[src/rtl/mem_arbiter.sv]
// Two-port arbiter in front of a MAR-addressed external memory.
// Each access runs IDLE -> ADDR -> DATA -> DONE on a shared 16-bit bus.
module mem_arbiter #(
  parameter int ADDR_W     = 16,
  parameter bit FIXED_PRIO = 1'b0
) (
  input  logic              CLK,
  input  logic              rst_n,
  input  logic              req0,
  input  logic              req1,
  input  logic              we0,
  input  logic              we1,
  input  logic [ADDR_W-1:0] addr0,
  input  logic [ADDR_W-1:0] addr1,
  input  logic [7:0]        wdata0,
  input  logic [7:0]        wdata1,
  output logic              gnt0,
  output logic              gnt1,
  output logic              done0,
  output logic              done1,
  output logic [7:0]        rdata,
  output logic [15:0]       bus,
  output logic              mem_mar_we,
  output logic              mem_ram_we,
  input  logic [7:0]        mem_out,
  output logic              busy
);

  localparam logic [1:0] IDLE = 2'd0;
  localparam logic [1:0] ADDR = 2'd1;
  localparam logic [1:0] DATA = 2'd2;
  localparam logic [1:0] DONE = 2'd3;

  logic [1:0]        state_q, state_d;
  logic              own_q, own_d;
  logic              last_q, last_d;
  logic              we_q, we_d;
  logic [ADDR_W-1:0] addr_q, addr_d;
  logic [7:0]        wdata_q, wdata_d;
  logic [7:0]        rdata_q, rdata_d;
  logic              win;

  // Port 1 wins alone, or on a tie when it was not granted last (round-robin).
  always_comb begin
    win = req1 & (~req0 | (~FIXED_PRIO & ~last_q));
  end

  // Next-state logic: latch the winner in IDLE, then walk the fixed sequence.
  always_comb begin
    state_d = state_q;
    own_d   = own_q;
    last_d  = last_q;
    we_d    = we_q;
    addr_d  = addr_q;
    wdata_d = wdata_q;
    rdata_d = rdata_q;
    unique case (state_q)
      IDLE: begin
        if (req0 | req1) begin
          own_d   = win;
          we_d    = win ? we1 : we0;
          addr_d  = win ? addr1 : addr0;
          wdata_d = win ? wdata1 : wdata0;
          state_d = ADDR;
        end
      end
      ADDR: state_d = DATA;
      DATA: begin
        if (!we_q) rdata_d = mem_out;
        state_d = DONE;
      end
      DONE: begin
        last_d  = own_q;
        state_d = IDLE;
      end
      default: state_d = IDLE;
    endcase
  end

  // State registers; reset leaves port 1 as the last grant so port 0 wins first.
  always_ff @(posedge CLK or negedge rst_n) begin
    if (!rst_n) begin
      state_q <= IDLE;
      own_q   <= 1'b0;
      last_q  <= 1'b1;
      we_q    <= 1'b0;
      addr_q  <= '0;
      wdata_q <= 8'h00;
      rdata_q <= 8'h00;
    end else begin
      state_q <= state_d;
      own_q   <= own_d;
      last_q  <= last_d;
      we_q    <= we_d;
      addr_q  <= addr_d;
      wdata_q <= wdata_d;
      rdata_q <= rdata_d;
    end
  end

  // Outputs decode straight from state so an async reset clears them at once.
  always_comb begin
    busy       = (state_q != IDLE);
    gnt0       = busy & ~own_q;
    gnt1       = busy & own_q;
    done0      = (state_q == DONE) & ~own_q;
    done1      = (state_q == DONE) & own_q;
    mem_mar_we = (state_q == ADDR);
    mem_ram_we = (state_q == DATA) & we_q;
    rdata      = rdata_q;
    bus        = 16'h0000;
    unique case (state_q)
      ADDR:    bus = 16'(addr_q);
      DATA:    bus = we_q ? {8'h00, wdata_q} : 16'h0000;
      default: bus = 16'h0000;
    endcase
  end

endmodule

[config.mk]
export PLATFORM = sky130hd
export DESIGN_NAME = mem_arbiter
export DESIGN_NICKNAME = d
export VERILOG_FILES = /design/src/rtl/mem_arbiter.sv
export SDC_FILE = /design/constraint.sdc
export NUM_CORES = 1
export LEC_CHECK = 0
export BUFFER_PORTS_ARGS = -buffer_cell sky130_fd_sc_hd__buf_2
export CAP_MARGIN = 30
export CORE_UTILIZATION = 24
export CTS_CLUSTER_DIAMETER = 150
export DETAILED_ROUTE_END_ITERATION = 8
export GPL_TIMING_DRIVEN = 0
export PLACE_DENSITY = 0.53
export SETUP_SLACK_MARGIN = 0.5
export SLEW_MARGIN = 20
export SYNTH_ARGS = -nofsm -noshare
export SYNTH_HDL_FRONTEND = slang
export SYNTH_SLANG_ARGS = --single-unit
[constraint.sdc]
create_clock -name CLK -period 2.65 [get_ports CLK]
set_input_delay 0.1325 -clock CLK [delete_from_list [all_inputs] [get_ports CLK]]
set_output_delay 0.1325 -clock CLK [all_outputs]
set_load 0.05 [all_outputs]
# Yosys cells after proc, flatten, opt, wreduce, memory -nomap -nowiden
# Cells that the tools add are included.
[totals] in_bits=62 regBits=37
[classes] n_eq_ne=4 muxes=7 bitwise_logic=12 n_reduce_logical=4
[ops] op="16-bit one-hot mux with 2 select lines" n=1
[ops] op="16-bit two-way mux" n=1
[ops] op="8-bit two-way mux" n=2
[ops] op="2-bit one-hot mux with 4 select lines" n=1
[ops] op="1-bit bitwise AND" n=6
[ops] op="2-bit == test, second input constant" n=2
[ops] op="1-bit inverter" n=4
[ops] op="2-bit AND reduction" n=2
[ops] op="2-bit by 1-bit == test with 1-bit output, second input constant" n=1
[ops] op="2-bit logical NOT" n=1
[ops] op="2-bit two-way mux" n=1
[ops] op="2-bit != test, second input constant" n=1
[ops] op="1-bit bitwise OR" n=2
[ops] op="2-bit nonzero test" n=1
[ops] op="1-bit two-way mux" n=1

# Depth between registers and ports, before layout
# Gate-level depths: netlist of run 1.
[logic_depth] depth_word=4 mapped_depth=7 mapped_depth_nobuf=5

# Worst setup path before layout of run 1
# No wires, ideal clock.
[synth_timing] path_type="register -> output" start="register state_q[0]" end="output port bus[0]" required_ns=2.518 arrival_ns=2.225 path_stages_with_launch=7 slack_ns=0.292 n_path_buf=1 path_cell_list="dfrtp_1 inv_1 ha_1 and2_1 clkbuf_1 a22oi_1 nor2b_1"
[synth_via] elab_chain_cells=2
[synth_lines] element="from (decl)" line="34" rtl="logic [1:0] state_q, state_d;"
[synth_lines] element="from (signal assigned)" line="91" rtl="state_q <= state_d;"
[synth_lines] element="2-bit == test / 2-bit by 1-bit == test with 1-bit output (equally long branches)" line="112" rtl="unique case (state_q)"
[synth_lines] element="16-bit one-hot mux with 2 select lines *" line="112"
[synth_lines] element="to (decl)" line="22" rtl="output logic [15:0] bus,"
# Mark *: on every way between the ends. The rest lies on a longest branch, timed or not.

# Worst setup path after layout of run 1
[layout_timing] start="register state_q[1]" end="output port bus[0]"
# The elaborated chain is that of the path after synthesis.

==> impl_metrics.xml, run 1 <==
<?xml version="1.0" encoding="UTF-8"?>
<metrics>
  <group name="status">
    <metric name="status" unit="">finished, final reports clean</metric>
  </group>
  <group name="critical_path">
    <metric name="crit_chain" unit="">inv_1, ha_2, clkbuf_2, a22oi_1, nor2b_2, buf_2</metric>
    <metric name="worstPathRequired" unit="ps">2520</metric>
    <metric name="slowest_stage" unit="">dfrtp_1</metric>
    <metric name="startpoint_type" unit="">register</metric>
    <metric name="cp.arrival" unit="ps">1890</metric>
    <metric name="cp_peak_stage_delay" unit="ps">420</metric>
    <metric name="crit_path_max_fanout" unit="">10</metric>
    <metric name="r2r_slack" unit="ps">970</metric>
    <metric name="critical_path_class" unit="">reg -&gt; out</metric>
    <metric name="critical_path.n_buffers_inverters" unit="">3</metric>
    <metric name="crit_end_element" unit="">output port</metric>
    <metric name="critical_path.top_delay_family" unit="">buffers and inverters</metric>
  </group>
  <group name="die">
    <metric name="placeableCoreArea" unit="sq um">7730</metric>
    <metric name="placement_rows" unit="">32</metric>
    <metric name="die-area" unit="sq um">8340</metric>
    <metric name="dieHeight" unit="um">91.3</metric>
    <metric name="initial_utilization" unit="">0.248</metric>
    <metric name="floorplan.die.width" unit="um">91.3</metric>
    <metric name="io_pins" unit="">93</metric>
  </group>
  <group name="logic_synthesis">
    <metric name="synthesized_netlist_cell_count" unit="">208</metric>
    <metric name="compound_cell_area_share_of_the_yosys_netlist" unit="">0.191</metric>
    <metric name="synth.top_cells.by_area" unit="">dfrtp_1, a21oi_1, mux2_2</metric>
    <metric name="synth-edff-count" unit="">0</metric>
    <metric name="post_synth_most_frequent_cells" unit="">a21oi_1, dfrtp_1, nor2_1</metric>
    <metric name="post-synth-top-area-cell" unit="">dfrtp_1</metric>
    <metric name="synth_simple_gate_area_frac" unit="">0.182</metric>
    <metric name="synth.area.mux_share" unit="">0.0608</metric>
    <metric name="mean_cell_area_of_the_mapped_netlist" unit="sq um">9.20</metric>
    <metric name="syn-num-nets" unit="">274</metric>
    <metric name="synth_async_sr_flop_share" unit="">1.00</metric>
    <metric name="synthXorXnorAreaFrac" unit="">0</metric>
    <metric name="synth.distinct_cells" unit="">25</metric>
    <metric name="mappedNetlistArea" unit="sq um">1910</metric>
    <metric name="postSynth.topFlopCell" unit="">dfrtp_1</metric>
    <metric name="ys_seq_area_frac" unit="">0.484</metric>
    <metric name="yosysTopAreaCellShare" unit="">0.471</metric>
    <metric name="synthMostInstantiatedCell" unit="">a21oi_1</metric>
    <metric name="synth_top_family_by_area" unit="">compound AO/OA/AOI/OAI gates</metric>
    <metric name="yosysWarnings" unit="">0</metric>
    <metric name="synth-adder-area-share" unit="">0.0261</metric>
    <metric name="postSynthRegisterBits" unit="">37</metric>
  </group>
  <group name="global_routing">
    <metric name="pin_count_of_the_biggest_net_entering_global_routing" unit="">38</metric>
    <metric name="total_global_route_track_usage" unit="">0.137</metric>
    <metric name="antenna_found_initial" unit="">0</metric>
    <metric name="overflow" unit="">0</metric>
    <metric name="vias_in_the_first_global_route" unit="">1798</metric>
    <metric name="grt_first_pass_wirelength" unit="um">8870</metric>
  </group>
  <group name="timing">
    <metric name="postLayoutSetupSlackWorst" unit="ps">623</metric>
    <metric name="top_achievable_clock_speed" unit="MHz">493</metric>
    <metric name="hold-worst-slack" unit="ps">59.0</metric>
    <metric name="rsz0062_at_grt" unit="">no</metric>
    <metric name="finalHoldViolCount" unit="">0</metric>
    <metric name="worst_margin_pin_slew" unit="ps">484</metric>
    <metric name="finClkSkew" unit="ps">12.3</metric>
    <metric name="final.period_utilization" unit="">0.765</metric>
    <metric name="slew_violations" unit="">0</metric>
    <metric name="setup-tns-final" unit="ps">0</metric>
    <metric name="final_period_minus_worst_setup_slack" unit="ps">2030</metric>
    <metric name="report.final.setup_viol" unit="">0</metric>
    <metric name="maxSlewHeadroom" unit="">0.677</metric>
  </group>
  <group name="clock_network">
    <metric name="h-tree-depth" unit="">2</metric>
    <metric name="tritoncts_num_sinks" unit="">37</metric>
    <metric name="cts_tree" unit="">done</metric>
    <metric name="tritoncts.num_buffers" unit="">5</metric>
    <metric name="clock_latency_at_the_later_pin_of_the_worst_skew_pair" unit="ps">290</metric>
    <metric name="clock-root-buffer" unit="">clkbuf_8</metric>
    <metric name="cts.path.max_buffers" unit="">2</metric>
    <metric name="clk_pin_slew" unit="ps">80</metric>
    <metric name="post_cts.repair.setup_buffers" unit="">0</metric>
  </group>
  <group name="flow_run">
    <metric name="max_capacitance_violation_total" unit="">0</metric>
  </group>
  <group name="routing">
    <metric name="drt_pass1_iterations" unit="">4</metric>
    <metric name="route.vias.total" unit="">1783</metric>
    <metric name="wirelength_per_cell" unit="um">13.2</metric>
    <metric name="totalWireLength" unit="um">5420</metric>
    <metric name="detail_route.drc_violations" unit="">0</metric>
    <metric name="avgViaCountPerCell" unit="">4.34</metric>
    <metric name="drtAntennaViolNets" unit="">0</metric>
    <metric name="drt_first_iter_violations" unit="">39</metric>
  </group>
  <group name="power">
    <metric name="p_leak" unit="nW">1.33</metric>
    <metric name="worst_ir_drop_vdd" unit="V">0.000564</metric>
    <metric name="pwr_density_cell" unit="nW/um^2">1430</metric>
  </group>
  <group name="layout">
    <metric name="post-route-util" unit="">0.348</metric>
    <metric name="fill_cells" unit="">844</metric>
    <metric name="instances_no_fill" unit="">411</metric>
    <metric name="areaGrowthSynthToFinish" unit="%">40.4</metric>
    <metric name="antenna_cells" unit="">0</metric>
    <metric name="regArea" unit="sq um">927</metric>
    <metric name="multiInputGateArea" unit="sq um">903</metric>
    <metric name="finish.net_count" unit="">374</metric>
    <metric name="final_layout_size_suffix_gt1_frac" unit="">0.453</metric>
  </group>
  <group name="placement">
    <metric name="finalWeightedCongestion" unit="">0.756</metric>
    <metric name="hpwlAfterDp" unit="um">3980</metric>
    <metric name="place_inst" unit="">401</metric>
    <metric name="dp_slack" unit="ps">623</metric>
    <metric name="buffer_ports.inserted" unit="">91</metric>
  </group>
  <group name="worst_hold_path">
    <metric name="min_path_type" unit="">in -&gt; reg</metric>
  </group>
</metrics>
worst min-delay path, cell delays in order:
cell     delay [ps]
buf_2            90
nand2_1          40
a21oi_1          50
routing by layer:
metal	GRT usage	routed length [um]	up-vias
met1	0.178	2650	812
met5	0	0	-
met3	0.0394	335	6
li1	-	-	897
met4	0.0278	34	0
met2	0.225	2400	68
area by class of cell:
type	instances	share of cell area
sequential	37	0.345
clock buffer	6	0.0307
inverter	3	0.00512
buffer	14	0.0363
tap	102	0.0475
timing repair buffer	93	0.185
multi-input combinational	154	0.336
clock inverter	2	0.0140
flip-flops by register name, indices dropped and copies added, names as in the netlist:
register	count
last_q	1
addr_q	16
rdata	8
state_q	2
wdata_q	8
we_q	1
own_q	1
cells in the final DEF (no fill, tap or decap), types with 2 or more instances in the layout:
| cell type | n |
|---|---|
| and2_1 | 10 |
| nand2_1 | 26 |
| buf_4 | 5 |
| a21oi_1 | 51 |
| ha_1 | 3 |
| nor2b_1 | 2 |
| a22oi_1 | 8 |
| mux2_2 | 9 |
| inv_1 | 2 |
| clkbuf_4 | 3 |
| nor2_1 | 27 |
| buf_2 | 94 |
| clkbuf_8 | 6 |
| buf_6 | 2 |
| nor2b_2 | 8 |
| dfrtp_1 | 36 |
final timing paths:
| kind | end | startpoint | depth (start not counted) |
|---|---|---|---|
| max in group asynchronous | last_q$_DFFE_PN1N_ | rst_n | 3 |
| worst min-delay path | wdata_q[3]$_DFFE_PN0P_ | wdata0[3] | 3 |
| worst min register to register | rdata[7]$_DFFE_PN0P_ | rdata[7]$_DFFE_PN0P_ | 1 |
| worst max register to register | addr_q[13]$_DFFE_PN0P_ | state_q[0]$_DFFE_PN0P_ | 7 |
| worst max-delay path | bus[0] | state_q[1]$_DFFE_PN0P_ | 6 |
| min in group asynchronous | addr_q[12]$_DFFE_PN0P_ | rst_n | 2 |
logic make-up after synthesis:
logic type / count (synthesis)
AO/OA/AOI/OAI: 64
adder cells (fa/ha/maj): 4
buffers and inverters: 17
flip-flops: 37
multiplexers: 10
AND/OR/NAND/NOR: 76
metrics by stage:
stage	total power [mW]	cell area, sq um
global route	4.12	2690
detailed placement	3.35	2520
global placement	3.33	2520
finish	3.85	2690
floorplan	2.79	1930
CTS	3.89	2650
where the power goes:
group          total (mW)  internal (mW)  leakage [nW]  switching, mW
combinational        2.30          0.750         0.850           1.55
clock               0.514          0.306        0.0574          0.208
sequential           1.03          0.863         0.418          0.170
total                3.85           1.92          1.33           1.93
timing repair:
item | 4_1_cts | 5_1_grt
setup endpoints to repair | 16 | 8
gates resized for setup | 3 | 4
hold endpoints to repair | 36 | 0
hold buffers | 1 | 0
Power figures use the tool's default switching activity.
==> run 2: changes to the inputs <==
clock period = 2 ns   (was 2.65 ns; I/O delays follow)
==> run 2 against run 1 <==
  * Via count grew 5.3%
  * Cell area grew 23%
  * Non-clock buffer count grew 16
  * Sequential power grew 38%
  * First-iteration DRC count grew 23%
  * Final cell count grew 3.6%
  * Hold slack lost 17 ps
  * Sequential cell count is the same
  * Clock power grew 4%
  * Largest cell class is now multi-input gates
  * Largest power group unchanged
==> impl_metrics.xml, run 2 (synthesized netlist as in run 1, its figures left out) <==
<?xml version="1.0" encoding="UTF-8"?>
<metrics>
  <group name="layout">
    <metric name="areaGrowthSynthToFinish" unit="%">72.8</metric>
    <metric name="antenna_cells" unit="">0</metric>
    <metric name="mostFrequentLayoutCells" unit="">buf_2, a21oi_1, dfrtp_1, nor2_1, nand2_1</metric>
    <metric name="top_register" unit="">addr_q</metric>
    <metric name="finish.net_count" unit="">390</metric>
    <metric name="post-route-util" unit="">0.428</metric>
    <metric name="layout_commonest_cell" unit="">buf_2</metric>
    <metric name="max_reg_flops" unit="">16</metric>
    <metric name="final_layout_size_suffix_gt1_frac" unit="">0.590</metric>
  </group>
  <group name="clock_network">
    <metric name="cts.path.max_buffers" unit="">2</metric>
    <metric name="tritoncts.num_buffers" unit="">5</metric>
    <metric name="clock_latency_at_the_later_pin_of_the_worst_skew_pair" unit="ps">280</metric>
    <metric name="clock-root-buffer" unit="">clkbuf_8</metric>
    <metric name="cts_tree" unit="">done</metric>
    <metric name="h-tree-depth" unit="">2</metric>
    <metric name="tritoncts_num_sinks" unit="">37</metric>
    <metric name="clk_pin_slew" unit="ps">70</metric>
  </group>
  <group name="routing">
    <metric name="wirelength_per_cell" unit="um">14.2</metric>
    <metric name="avgViaCountPerCell" unit="">4.41</metric>
    <metric name="totalWireLength" unit="um">6070</metric>
    <metric name="drtAntennaViolNets" unit="">0</metric>
    <metric name="drt_first_iter_violations" unit="">48</metric>
    <metric name="drt_pass1_iterations" unit="">4</metric>
    <metric name="detail_route.drc_violations" unit="">0</metric>
    <metric name="route.vias.total" unit="">1877</metric>
  </group>
  <group name="timing">
    <metric name="report.final.setup_viol" unit="">0</metric>
    <metric name="top_achievable_clock_speed" unit="MHz">592</metric>
    <metric name="rsz0062_at_grt" unit="">yes</metric>
    <metric name="setup-tns-final" unit="ps">0</metric>
    <metric name="finalHoldViolCount" unit="">0</metric>
    <metric name="final.period_utilization" unit="">0.844</metric>
    <metric name="worst_margin_pin_slew" unit="ps">486</metric>
    <metric name="slew_violations" unit="">0</metric>
    <metric name="finClkSkew" unit="ps">6.57</metric>
    <metric name="final_period_minus_worst_setup_slack" unit="ps">1690</metric>
    <metric name="maxSlewHeadroom" unit="">0.676</metric>
  </group>
  <group name="placement">
    <metric name="buffer_ports.inserted" unit="">91</metric>
    <metric name="finalWeightedCongestion" unit="">0.764</metric>
    <metric name="hpwlAfterDp" unit="um">4030</metric>
  </group>
  <group name="die">
    <metric name="initial_utilization" unit="">0.248</metric>
    <metric name="placeableCoreArea" unit="sq um">7730</metric>
    <metric name="floorplan.die.width" unit="um">91.3</metric>
    <metric name="placement_rows" unit="">32</metric>
    <metric name="dieHeight" unit="um">91.3</metric>
    <metric name="io_pins" unit="">93</metric>
    <metric name="die-area" unit="sq um">8340</metric>
  </group>
  <group name="power">
    <metric name="power_spent_charging_and_discharging_nets" unit="mW">2.94</metric>
    <metric name="pwr_density_cell" unit="nW/um^2">1940</metric>
    <metric name="share_clk_of_total_power" unit="">0.083</metric>
    <metric name="comb_power_share" unit="">0.695</metric>
    <metric name="swShare" unit="">0.459</metric>
    <metric name="p_leak" unit="nW">1.54</metric>
    <metric name="worst_ir_drop_vdd" unit="V">0.000912</metric>
    <metric name="power_report.internal_total" unit="mW">3.46</metric>
    <metric name="power_frac_seq" unit="">0.222</metric>
    <metric name="finalPower" unit="mW">6.41</metric>
  </group>
  <group name="global_routing">
    <metric name="antenna_found_initial" unit="">0</metric>
    <metric name="total_global_route_track_usage" unit="">0.146</metric>
    <metric name="grt_first_pass_wirelength" unit="um">9330</metric>
    <metric name="overflow" unit="">0</metric>
    <metric name="vias_in_the_first_global_route" unit="">1868</metric>
    <metric name="pin_count_of_the_biggest_net_entering_global_routing" unit="">38</metric>
  </group>
  <group name="critical_path">
    <metric name="slowest_stage" unit="">dfrtp_2</metric>
    <metric name="cp.arrival" unit="ps">1590</metric>
    <metric name="worstPathRequired" unit="ps">1900</metric>
    <metric name="crit_end_element" unit="">output port</metric>
    <metric name="crit_chain" unit="">buf_6, ha_4, clkbuf_16, a22oi_2, nor2b_4, buf_8</metric>
    <metric name="startpoint_type" unit="">register</metric>
    <metric name="crit_path_max_fanout" unit="">5</metric>
    <metric name="critical_path_class" unit="">reg -&gt; out</metric>
    <metric name="cp_peak_stage_delay" unit="ps">430</metric>
  </group>
  <group name="worst_hold_path">
    <metric name="min_path_type" unit="">in -&gt; reg</metric>
  </group>
  <group name="status">
    <metric name="status" unit="">finished, final reports clean</metric>
  </group>
  <group name="flow_run">
    <metric name="max_capacitance_violation_total" unit="">0</metric>
  </group>
</metrics>
[run 2: power groups by stage]
stage	registers [mW]	logic, mW	clock network [mW]
CTS	1.41	4.11	0.563
global route	1.48	4.73	0.593
finish	1.42	4.45	0.532
detailed placement	1.42	3.33	0
global placement	1.40	3.31	0
floorplan	1.65	2.35	0
[run 2: per-layer routing]
metal	up-vias	track usage	wire length (um)
met5	-	0	0
li1	940	-	-
met3	4	0.0377	363
met2	71	0.251	2810
met4	0	0.0410	56
met1	862	0.182	2830
[run 2: timing repair]
item                                   4_1_cts  5_1_grt
buffers inserted                             9        3
hold buffers                                 1        0
endpoints found under the hold margin       36        0
gates resized for setup                     73       46
cloned                                       2        2
setup endpoints to repair                   50       54
pin swaps                                    3        2
[run 2: layout make-up]
type                            instances  area, sq um
Multi-Input combinational cell        154         1120
Timing Repair Buffer                  109          860
Fill cell                             780         4420
Inverter                                3         18.8
Buffer                                 14          170
Tap cell                              102          128
Clock buffer                            7         86.3
Sequential cell                        37          930
[run 2: final timing paths]
path,start,to,slack [ps],depth (start not counted)
max in group asynchronous,rst_n,rdata[2]$_DFFE_PN0P_,1220,3
min,wdata0[1],wdata_q[1]$_DFFE_PN0P_,40,3
max reg2reg,state_q[1]$_DFFE_PN0P_,state_q[1]$_DFFE_PN0P_,380,6
min reg2reg,rdata[2]$_DFFE_PN0P_,rdata[2]$_DFFE_PN0P_,510,1
min in group asynchronous,rst_n,own_q$_DFFE_PN0P_,310,2
max,state_q[0]$_DFFE_PN0P_,bus[0],310,6
[run 2: critical path, delay by kind of cell, from the launching register on]
| kind | cells | cell delay [ps] |
|---|---|---|
| flip-flops | 1 | 430 |
| adder cells (fa/ha/maj) | 1 | 170 |
| buffers and inverters | 3 | 430 |
| AO/OA/AOI/OAI | 1 | 220 |
| AND/OR/NAND/NOR | 1 | 60 |
[run 2: per-stage QoR]
stage                     setup slack [ps]  hold WS (ps)  cells  instance area (sq um)
final                                  311          42.0    426                   3310
after global routing                   256          29.3    426                   3310
after CTS                              298          31.1    420                   3070
after detailed placement               272           281    401                   2630
after global placement                 279           273    401                   2630
after floorplan                        411          -196    208                   2050
==> run 3: changes to the inputs <==
clock period = 1.7 ns   (was 2 ns; I/O delays follow)
==> run 3 against run 2 <==
  * Clock skew fell by 0.93 ps
  * Critical path depth did not move
  * Register-to-register slack got worse by 260 ps
  * First-iteration DRC count fell by 48%
  * Non-clock buffer count rose by 6
  * Hold slack got worse by 17 ps
  * Critical endpoint is now bus[5]
  * Critical path type unchanged
  * Sequential cell count did not move
  * Clock power rose by 13%
  * Cell area rose by 12%
==> impl_metrics.xml, run 3 (synthesized netlist as in run 1, its figures left out) <==
<?xml version="1.0" encoding="UTF-8"?>
<metrics>
  <group name="die">
    <metric name="die-area" unit="sq um">8340</metric>
    <metric name="placeableCoreArea" unit="sq um">7730</metric>
    <metric name="placement_rows" unit="">32</metric>
    <metric name="floorplan.die.width" unit="um">91.3</metric>
    <metric name="dieHeight" unit="um">91.3</metric>
    <metric name="initial_utilization" unit="">0.248</metric>
    <metric name="io_pins" unit="">93</metric>
  </group>
  <group name="clock_network">
    <metric name="clock_latency_at_the_later_pin_of_the_worst_skew_pair" unit="ps">290</metric>
    <metric name="cts.path.max_buffers" unit="">2</metric>
    <metric name="clock-root-buffer" unit="">clkbuf_8</metric>
    <metric name="tritoncts.num_buffers" unit="">5</metric>
    <metric name="cts_tree" unit="">done</metric>
    <metric name="tritoncts_num_sinks" unit="">37</metric>
    <metric name="clk_pin_slew" unit="ps">80</metric>
    <metric name="h-tree-depth" unit="">2</metric>
  </group>
  <group name="critical_path">
    <metric name="crit_end_element" unit="">output port</metric>
    <metric name="worstPathRequired" unit="ps">1620</metric>
    <metric name="critical_path_class" unit="">reg -&gt; out</metric>
    <metric name="crit_chain" unit="">buf_6, ha_4, buf_6, a22oi_2, nor2b_4, buf_8</metric>
    <metric name="critPathMostFrequentCell" unit="">buf_6</metric>
    <metric name="startpoint_type" unit="">register</metric>
    <metric name="crit_path_max_fanout" unit="">4</metric>
    <metric name="cp.arrival" unit="ps">1610</metric>
    <metric name="cp_peak_stage_delay" unit="ps">440</metric>
    <metric name="slowest_stage" unit="">dfrtp_2</metric>
  </group>
  <group name="global_routing">
    <metric name="gr-usage-met1" unit="">0.190</metric>
    <metric name="vias_in_the_first_global_route" unit="">1756</metric>
    <metric name="grtUsageMet3" unit="">0.0352</metric>
    <metric name="use_met2" unit="">0.237</metric>
    <metric name="overflow" unit="">0</metric>
    <metric name="pin_count_of_the_biggest_net_entering_global_routing" unit="">38</metric>
    <metric name="global_route.peak_usage_layer" unit="">met2</metric>
    <metric name="grt_first_pass_wirelength" unit="um">9110</metric>
    <metric name="antenna_found_initial" unit="">0</metric>
    <metric name="total_global_route_track_usage" unit="">0.144</metric>
  </group>
  <group name="power">
    <metric name="p_leak" unit="nW">1.64</metric>
    <metric name="pwr_density_cell" unit="nW/um^2">2320</metric>
    <metric name="worst_ir_drop_vdd" unit="V">0.000978</metric>
  </group>
  <group name="layout">
    <metric name="top_register" unit="">addr_q</metric>
    <metric name="postLayoutCellArea" unit="sq um">3700</metric>
    <metric name="finish.net_count" unit="">396</metric>
    <metric name="max_reg_flops" unit="">16</metric>
    <metric name="instances_no_fill" unit="">433</metric>
    <metric name="mostFrequentLayoutCells" unit="">buf_2, dfrtp_1, a21oi_1, nand2_1, a21oi_2</metric>
    <metric name="antenna_cells" unit="">0</metric>
    <metric name="fill_cells" unit="">729</metric>
    <metric name="final_layout_size_suffix_gt1_frac" unit="">0.731</metric>
    <metric name="areaGrowthSynthToFinish" unit="%">93.3</metric>
    <metric name="multiInputGateArea" unit="sq um">1410</metric>
    <metric name="layout_commonest_cell" unit="">buf_2</metric>
    <metric name="regArea" unit="sq um">930</metric>
  </group>
  <group name="placement">
    <metric name="dp_slack" unit="ps">-8.97</metric>
    <metric name="placed_cell_area" unit="sq um">2660</metric>
    <metric name="finalWeightedCongestion" unit="">0.768</metric>
    <metric name="buffer_ports.inserted" unit="">91</metric>
    <metric name="place_inst" unit="">401</metric>
    <metric name="hpwlAfterDp" unit="um">4030</metric>
  </group>
  <group name="routing">
    <metric name="avgViaCountPerCell" unit="">4.47</metric>
    <metric name="drtAntennaViolNets" unit="">0</metric>
    <metric name="totalWireLength" unit="um">6520</metric>
    <metric name="drt_pass1_iterations" unit="">4</metric>
    <metric name="detail_route.drc_violations" unit="">0</metric>
    <metric name="route.vias.total" unit="">1934</metric>
    <metric name="wirelength_per_cell" unit="um">15.1</metric>
    <metric name="drt_first_iter_violations" unit="">25</metric>
  </group>
  <group name="status">
    <metric name="status" unit="">finished, final reports clean</metric>
  </group>
  <group name="timing">
    <metric name="report.final.setup_viol" unit="">0</metric>
    <metric name="setup-tns-final" unit="ps">0</metric>
    <metric name="rsz0062_at_grt" unit="">yes</metric>
    <metric name="slew_violations" unit="">0</metric>
    <metric name="worst_margin_pin_slew" unit="ps">447</metric>
    <metric name="finalHoldViolCount" unit="">0</metric>
    <metric name="postLayoutSetupSlackWorst" unit="ps">7.22</metric>
    <metric name="final.period_utilization" unit="">0.996</metric>
    <metric name="hold-worst-slack" unit="ps">25.2</metric>
    <metric name="final_period_minus_worst_setup_slack" unit="ps">1690</metric>
    <metric name="finClkSkew" unit="ps">5.64</metric>
    <metric name="top_achievable_clock_speed" unit="MHz">591</metric>
    <metric name="maxSlewHeadroom" unit="">0.702</metric>
  </group>
  <group name="flow_run">
    <metric name="max_capacitance_violation_total" unit="">0</metric>
  </group>
  <group name="worst_hold_path">
    <metric name="min_path_type" unit="">in -&gt; reg</metric>
  </group>
</metrics>
## run 3: changes by cell type in the layout (fill, tap and decap cells not counted), moves of 3 or more
cell,previous run,this run
a21oi_1,42,26
a21oi_2,9,25
and2_4,7,10
buf_8,16,22
mux2_2,4,0
mux2_4,6,10
nor2_1,26,1
nor2_4,1,24
## run 3: path summary, 6_finish.rpt
kind / slack, ps / end / start / cells past startpoint
worst min register to register: 510 / rdata[2]$_DFFE_PN0P_ / rdata[2]$_DFFE_PN0P_ / 1
min in group asynchronous: 270 / addr_q[9]$_DFFE_PN0P_ / rst_n / 2
worst min-delay path: 30 / rdata[0]$_DFFE_PN0P_ / mem_out[0] / 2
max in group asynchronous: 900 / last_q$_DFFE_PN1N_ / rst_n / 3
worst max register to register: 120 / state_q[1]$_DFFE_PN0P_ / state_q[1]$_DFFE_PN0P_ / 6
worst max-delay path: 7 / bus[5] / state_q[0]$_DFFE_PN0P_ / 6
## run 3: worst max-delay path: cells and delay by family (launching register included)
| kind | cells | cell delay [ps] |
|---|---|---|
| flops | 1 | 440 |
| fa+ha+maj | 1 | 180 |
| compound gates | 1 | 220 |
| simple gates | 1 | 70 |
| buf+inv | 3 | 410 |
## run 3: per-stage QoR
stage / total power [mW] / util
floorplan: 4.82 / -
CTS: 7.21 / 0.404
detailed placement: 5.68 / 0.345
global route: 9.04 / 0.479
global placement: 5.63 / 0.345
finish: 8.58 / 0.479
## run 3: layer usage
metal	vias up	share of wire
met5	-	0
met4	0	0.013
met3	11	0.058
met2	68	0.49
met1	910	0.44
li1	945	-
## run 3: power by group
| group | internal (mW) | switching, mW |
|---|---|---|
| sequential | 1.35 | 0.489 |
| combinational | 2.97 | 3.17 |
| clock | 0.284 | 0.318 |
## run 3: repair_timing
| action | in CTS | in global routing |
|---|---|---|
| endpoints found under the hold margin | 36 | 0 |
| gates resized for setup | 76 | 119 |
| pin swaps | 2 | 11 |
| cloned | 2 | 3 |
| hold buffers | 1 | 0 |
| setup buffers | 10 | 7 |
| setup endpoints to repair | 58 | 58 |
## run 3: layout make-up
type	instances	share of cell area
multi-input cells	154	0.380
repair buffers	115	0.260
flip-flops and latches	37	0.251
plain buffers	14	0.0457
well taps	102	0.0345
clock buffers	6	0.0196
inverters	3	0.00643
clock inverters	2	0.00271
